## src/rtl/tilelink_initiator_pkg.sv

```systemverilog
// Shared TileLink-UL types for the initiator and any responders: A/D channel
// beats, opcode constants, transfer-size codes and read-data alignment.
package tilelink_initiator_pkg;

    localparam logic [2:0] TL_A_PUT_PARTIAL     = 3'd1;
    localparam logic [2:0] TL_A_GET             = 3'd4;
    localparam logic [2:0] TL_D_ACCESS_ACK      = 3'd0;
    localparam logic [2:0] TL_D_ACCESS_ACK_DATA = 3'd1;

    typedef enum logic [1:0] {
        TL_SIZE_BYTE    = 2'd0,
        TL_SIZE_HALF    = 2'd1,
        TL_SIZE_WORD    = 2'd2,
        TL_SIZE_ILLEGAL = 2'd3
    } tl_size_e;

    typedef struct packed {
        logic        a_valid;
        logic [2:0]  a_opcode;
        logic [2:0]  a_param;
        logic [1:0]  a_size;
        logic [3:0]  a_source;
        logic [31:0] a_address;
        logic [3:0]  a_mask;
        logic [31:0] a_data;
        logic        a_corrupt;
    } tilelink_a;

    typedef struct packed {
        logic        d_valid;
        logic [2:0]  d_opcode;
        logic [1:0]  d_param;
        logic [1:0]  d_size;
        logic [3:0]  d_source;
        logic        d_sink;
        logic        d_error;
        logic [31:0] d_data;
    } tilelink_d;

    typedef enum logic [1:0] {
        ST_IDLE = 2'd0,
        ST_SEND = 2'd1,
        ST_WAIT = 2'd2,
        ST_RESP = 2'd3
    } init_state_e;

    // Responders return the whole bus word; move the addressed lanes to bit 0.
    function automatic logic [31:0] tl_read_extract(input logic [31:0] data,
                                                     input logic [1:0]  addr_lo,
                                                     input logic [1:0]  size);
        logic [31:0] shifted;
        logic [31:0] result;
        shifted = data >> {addr_lo, 3'b000};
        case (tl_size_e'(size))
            TL_SIZE_BYTE: result = {24'd0, shifted[7:0]};
            TL_SIZE_HALF: result = {16'd0, shifted[15:0]};
            default:      result = shifted;
        endcase
        return result;
    endfunction

endpackage

```

## src/rtl/tl_mask_gen.sv

```systemverilog
// Byte-lane mask and alignment check for a 32-bit TileLink data bus.
// Illegal size codes are reported as misaligned so callers need one error path.
module tl_mask_gen
    import tilelink_initiator_pkg::*;
(
    input  logic [1:0] size_i,
    input  logic [1:0] addr_lo_i,
    output logic [3:0] mask_o,
    output logic       misalign_o
);

    always_comb begin
        mask_o     = 4'b0000;
        misalign_o = 1'b0;
        case (tl_size_e'(size_i))
            TL_SIZE_BYTE: mask_o = 4'b0001 << addr_lo_i;
            TL_SIZE_HALF: begin
                mask_o     = 4'b0011 << {addr_lo_i[1], 1'b0};
                misalign_o = addr_lo_i[0];
            end
            TL_SIZE_WORD: begin
                mask_o     = 4'b1111;
                misalign_o = |addr_lo_i;
            end
            default: misalign_o = 1'b1;
        endcase
    end

endmodule

```

## src/rtl/tilelink_initiator.sv

```systemverilog
// Single-outstanding TileLink-UL initiator: turns client Get/PutPartialData
// requests into one A beat, waits for the D beat (with timeout), returns a response.
module tilelink_initiator
    import tilelink_initiator_pkg::*;
#(
    parameter int TIMEOUT_CYCLES = 255
) (
    input  logic        clock,
    input  logic        reset,
    input  logic        req_valid,
    output logic        req_ready,
    input  logic        req_write,
    input  logic [31:0] req_addr,
    input  logic [1:0]  req_size,
    input  logic [31:0] req_wdata,
    output logic        rsp_valid,
    output logic [31:0] rsp_rdata,
    output logic        rsp_error,
    output tilelink_a   tla,
    input  tilelink_d   tld
);

    localparam int CW = $clog2(TIMEOUT_CYCLES + 1);
    localparam logic [CW-1:0] TIMEOUT_LAST = CW'(TIMEOUT_CYCLES - 1);

    init_state_e state_q, state_d;
    logic [CW-1:0] cnt_q, cnt_d;
    logic [31:0]   addr_q, addr_d;
    logic [1:0]    size_q, size_d;
    logic          write_q, write_d;
    logic [31:0]   wdata_q, wdata_d;
    logic [3:0]    mask_q, mask_d;
    logic [31:0]   rdata_q, rdata_d;
    logic          err_q, err_d;

    logic [3:0] req_mask;
    logic       req_misalign;
    logic [2:0] expected_d_opcode;

    tl_mask_gen u_mask_gen (
        .size_i     (req_size),
        .addr_lo_i  (req_addr[1:0]),
        .mask_o     (req_mask),
        .misalign_o (req_misalign)
    );

    // Routing, ordering and sizing fields of the D beat carry nothing we act on.
    logic unused_tld;
    assign unused_tld = ^{tld.d_param, tld.d_size, tld.d_source, tld.d_sink};

    assign expected_d_opcode = write_q ? TL_D_ACCESS_ACK : TL_D_ACCESS_ACK_DATA;
    assign rsp_rdata         = rdata_q;
    assign rsp_error         = err_q;

    always_comb begin
        state_d   = state_q;
        cnt_d     = cnt_q;
        addr_d    = addr_q;
        size_d    = size_q;
        write_d   = write_q;
        wdata_d   = wdata_q;
        mask_d    = mask_q;
        rdata_d   = rdata_q;
        err_d     = err_q;
        req_ready = (state_q == ST_IDLE);
        rsp_valid = (state_q == ST_RESP);
        tla       = '0;

        unique case (state_q)
            ST_IDLE: begin
                if (req_valid) begin
                    addr_d  = req_addr;
                    size_d  = req_size;
                    write_d = req_write;
                    wdata_d = req_wdata;
                    mask_d  = req_mask;
                    // Bad size/alignment never reaches the bus.
                    if (req_misalign) begin
                        state_d = ST_RESP;
                        rdata_d = '0;
                        err_d   = 1'b1;
                    end else begin
                        state_d = ST_SEND;
                    end
                end
            end
            ST_SEND: begin
                tla.a_valid   = 1'b1;
                tla.a_opcode  = write_q ? TL_A_PUT_PARTIAL : TL_A_GET;
                tla.a_size    = size_q;
                tla.a_address = addr_q;
                tla.a_mask    = mask_q;
                tla.a_data    = wdata_q;
                cnt_d         = '0;
                state_d       = ST_WAIT;
            end
            ST_WAIT: begin
                // A D beat on the final timeout cycle still completes normally.
                if (tld.d_valid) begin
                    state_d = ST_RESP;
                    err_d   = tld.d_error | (tld.d_opcode != expected_d_opcode);
                    rdata_d = write_q ? 32'd0
                                      : tl_read_extract(tld.d_data, addr_q[1:0], size_q);
                end else if (cnt_q == TIMEOUT_LAST) begin
                    state_d = ST_RESP;
                    err_d   = 1'b1;
                    rdata_d = '0;
                end else begin
                    cnt_d = cnt_q + CW'(1);
                end
            end
            ST_RESP: state_d = ST_IDLE;
            default: state_d = ST_IDLE;
        endcase
    end

    always_ff @(posedge clock) begin
        if (reset) begin
            state_q <= ST_IDLE;
            cnt_q   <= '0;
            addr_q  <= '0;
            size_q  <= '0;
            write_q <= 1'b0;
            wdata_q <= '0;
            mask_q  <= '0;
            rdata_q <= '0;
            err_q   <= 1'b0;
        end else begin
            state_q <= state_d;
            cnt_q   <= cnt_d;
            addr_q  <= addr_d;
            size_q  <= size_d;
            write_q <= write_d;
            wdata_q <= wdata_d;
            mask_q  <= mask_d;
            rdata_q <= rdata_d;
            err_q   <= err_d;
        end
    end

endmodule
```

## config.mk

```make
export PLATFORM = sky130hd
export DESIGN_NAME = tilelink_initiator
export DESIGN_NICKNAME = d
export VERILOG_FILES = /design/src/rtl/tilelink_initiator_pkg.sv /design/src/rtl/tl_mask_gen.sv /design/src/rtl/tilelink_initiator.sv
export SDC_FILE = /design/constraint.sdc
export NUM_CORES = 1
export LEC_CHECK = 0
export ABC_AREA = 1
export BUFFER_PORTS_ARGS = -buffer_cell sky130_fd_sc_hd__buf_4
export CAP_MARGIN = 30
export CORE_ASPECT_RATIO = 0.9
export CORE_MARGIN = 3
export CORE_UTILIZATION = 49
export CTS_CLUSTER_SIZE = 20
export DETAILED_ROUTE_END_ITERATION = 16
export GPL_ROUTABILITY_DRIVEN = 0
export GPL_TIMING_DRIVEN = 1
export PLACE_DENSITY = 0.88
export SLEW_MARGIN = 30
export SYNTH_ARGS = -nofsm -noshare
export SYNTH_HDL_FRONTEND = slang
export SYNTH_SLANG_ARGS = --single-unit
```

## constraint.sdc

```tcl
create_clock -name clock -period 1.7 [get_ports clock]
set_input_delay 0.425 -clock clock [delete_from_list [all_inputs] [get_ports clock]]
set_output_delay 0.425 -clock clock [all_outputs]
set_load 0.1 [all_outputs]
```

==> flow_metrics.env <==
export IMPL_core_um2=11130
export IMPL_final_min_clock_period_ps=2186
export IMPL_final_antenna_net_count=0
export IMPL_dpl_hpwl_um=12390
export IMPL_tns_ps=-32380
export IMPL_irDropWorstVdd_uv=1309
export IMPL_grt_pass1_vias=7417
export IMPL_seq_area_frac_synth_pct=39.70
export IMPL_vias_per_cell=6.230
export IMPL_synthAdderAreaFrac_pct=1.523
export IMPL_powerDensity_nw_per_um2=2007
export IMPL_grt_pass1_wl_um=38540
export IMPL_antenna_found_initial=2
export IMPL_drc=0
export IMPL_p_leak_nw=4.289
export IMPL_status="finished, violations left"
export IMPL_place_inst=1265
export IMPL_final_cell_count_no_fill=1319
export IMPL_yosysTopAreaCellShare_pct=39.70
export IMPL_grt_overflow=0
export IMPL_routed_wl_um=31950
export IMPL_die_area_um2=13070
export IMPL_dieWidth_um=120.2
export IMPL_clockRootBuffer="clkbuf_16"
export IMPL_clock_path_buffers=2
export IMPL_violations="setup timing"
export IMPL_synth_top_family_by_area="simple AND/OR/NAND/NOR gates"
export IMPL_post_place_ws_ps=-178.1
export IMPL_fmax_ghz=0.4574
export IMPL_io_buffers=214
export IMPL_r2r_slack_ps=-330
export IMPL_yosys_top_cells_area="dfxtp_1 40%, nand2_1 15%, nor2_1 14%"
export IMPL_critical_path_startpoint_type="register"
export IMPL_clk_latency_ps=430
export IMPL_maxSlewHeadroom_pct=35.22
export IMPL_drive_gt1_share_pct=37.10
export IMPL_yosys_warnings=0
export IMPL_timing_max_cap_violations=0
export IMPL_synthCells=922
export IMPL_cts_buffers=17
export IMPL_yosys_area_share_simple_pct=37.02
export IMPL_synthMuxAreaShare_pct=0
export IMPL_rsz0062_at_grt="true"
export IMPL_std_cell_rows=36
export IMPL_hold_end="wdata_q[10]$_SDFFE_PP0P_"
export IMPL_fin_nets=1277
export IMPL_hold_depth=3
export IMPL_initial_utilization_pct=51.68
export IMPL_synth_xor_xnor_area_share_pct=0.1523
export IMPL_drt_initial_drc_count=1584
export IMPL_netlist_area_um2=5749
export IMPL_setup_viol=115
export IMPL_finClkSkew_ps=20.21
export IMPL_clock_sinks=114
export IMPL_ys_seq_elements=114
export IMPL_dieHeight_um=108.8
export IMPL_rr_worst_depth=8
export IMPL_first_pass_iters=13
export IMPL_diodes=0
export IMPL_grt_max_degree=58
export IMPL_synth_area_leader_cell="dfxtp_1"
export IMPL_cts_htree_levels=4
export IMPL_io_pins=233
export IMPL_worst_path_max_fanout=32
export IMPL_finalHoldViolCount=0
export IMPL_postLayoutSetupSlackWorst_ps=-486.2
export IMPL_crit_required_ps=1270
export IMPL_clkSlewWorstSetupHoldPaths_ps=60
export IMPL_vias=8218
export IMPL_worstHoldPathType="in -> reg"
export IMPL_worst_endpoint_arrival_ps=1760
export IMPL_post_drt_wl_per_cell_um=24.22
export IMPL_syn_to_final_growth_pct=74.12
export IMPL_r2r_start="state_q[1]$_SDFFE_PP0P_"
export IMPL_min_period_over_period_pct=128.6
export IMPL_setup_worst_path_end_class="primary output"
export IMPL_avgSynthCellArea_um2=6.236
export IMPL_grtUsageTotal_pct=37.88
export IMPL_synth_compound_area_share_pct=9.467
export IMPL_path_class="reg -> out"
export IMPL_tightest_slew_ps=961.5
export IMPL_maxSlewViolCount=0
export IMPL_reg2reg_to="mask_q[3]$_SDFFE_PP0P_"
export IMPL_hp_start="req_wdata[10]"
export IMPL_synthDistinctLibCells=31
export IMPL_tritoncts="yes"
cells by family (layout without fill, tap and decap cells):
logic type | Yosys count | in the layout
other | 1 | 9
adder cells (fa/ha/maj) | 7 | 7
XOR/XNOR | 1 | 1
buffers and inverters | 165 | 399
flip-flops | 114 | 114
AO/OA/AOI/OAI | 102 | 103
AND/OR/NAND/NOR | 532 | 534
layout make-up:
class                   count  area (um^2)
clock buffers              20        456.7
clock inverters            12        110.1
fillers                   431         1115
inverters                 102        656.9
multi-input cells         654         3159
flip-flops and latches    114         2287
well taps                 152        190.2
repair buffers            265         3151
layer usage:
| metal | track usage, % | share of wire, % |
|---|---|---|
| met4 | 26.57 | 11 |
| met1 | 39.57 | 31 |
| met2 | 65.02 | 44 |
| met3 | 12.29 | 14 |
| met5 | 0 | 0.078 |
through the flow:
stage	utilization [%]	instance area, um^2	total power [mW]	hold slack (ps)
finish	89.98	10010	20.10	261.3
global route	89.98	10010	20.56	288.0
CTS	86.19	9589	17.87	253.9
detailed placement	71.42	7946	13.40	458.5
global placement	71.42	7946	13.24	455.3
floorplan	-	6147	11.36	445.6
worst max-delay path by stage:
stage	startpoint	cells past startpoint	slack, ps	endpoint
2_1_floorplan	state_q[1]$_SDFFE_PP0P_	5	-530	tla[80]
3_3_place_gp	state_q[0]$_SDFFE_PP0P_	9	-80	rsp_rdata[29]$_SDFFE_PP0P_
3_5_place_dp	state_q[0]$_SDFFE_PP0P_	9	-180	rsp_rdata[22]$_SDFFE_PP0P_
4_1_cts	state_q[1]$_SDFFE_PP0P_	6	-360	tla[40]
5_1_grt	req_size[1]	6	-600	mask_q[3]$_SDFFE_PP0P_
6_report	state_q[1]$_SDFFE_PP0P_	6	-490	tla[29]
where the power goes:
part           switching (mW)  internal (mW)
Clock                    1.49           2.09
Sequential              0.645           3.48
Combinational            8.70           3.69
sequential cells by signal (all words and copies together), names as in the netlist:
signal and count:
state_q 2, wdata_q 32, addr_q 32, rsp_rdata 32, write_q 1, cnt_q 8, size_q 2, rsp_error 1
mask_q 4
cell usage in the layout, fill, tap and decap left out, types with 5 or more instances in the layout:
cell	n
buf_12	87
clkbuf_16	20
inv_2	5
a21oi_1	14
nand2_4	16
nand2_8	6
nor2_2	10
nand2_2	5
conb_1	9
nand3_1	66
nand4_1	5
nand2_1	207
inv_1	22
buf_4	169
clkinvlp_4	75
nor2_1	209
dfxtp_1	112
o21ai_0	76
critical path, cell delays in order, from the launching register on:
cell        delay (ps)
dfxtp_2            330
inv_2               90
ha_4               200
buf_12             210
nand2_1            180
clkinvlp_4         140
buf_12             180
synth_stat cells:
library cell  count
nor2_1          222
nor3b_1           1
conb_1            1
inv_1            99
or2_2             1
clkinv_1          2
a21oi_1          18
buf_6             3
nor3_1            1
ha_1              7
clkbuf_1         31
a21boi_0          1
nand3_1          68
buf_4            10
nand3b_1          1
o21ai_1           1
nor2_2            1
nand4_1           5
buf_2            12
inv_2             1
dfxtp_1         114
a31oi_1           1
buf_1             7
nand2_1         226
xor2_1            1
o21ai_0          77
nand2_4           1
o211a_1           1
nand2_2           5
a211oi_1          1
a21oi_4           2
what timing repair did:
action                                  CTS  global route
resized for setup                       244            56
hold buffers                              0             0
setup buffers                             6            10
endpoints found under the setup margin  104           140
pin swaps                                 2             7
cloned                                    1             7
No activity file was read; power rests on OpenSTA's default activity.
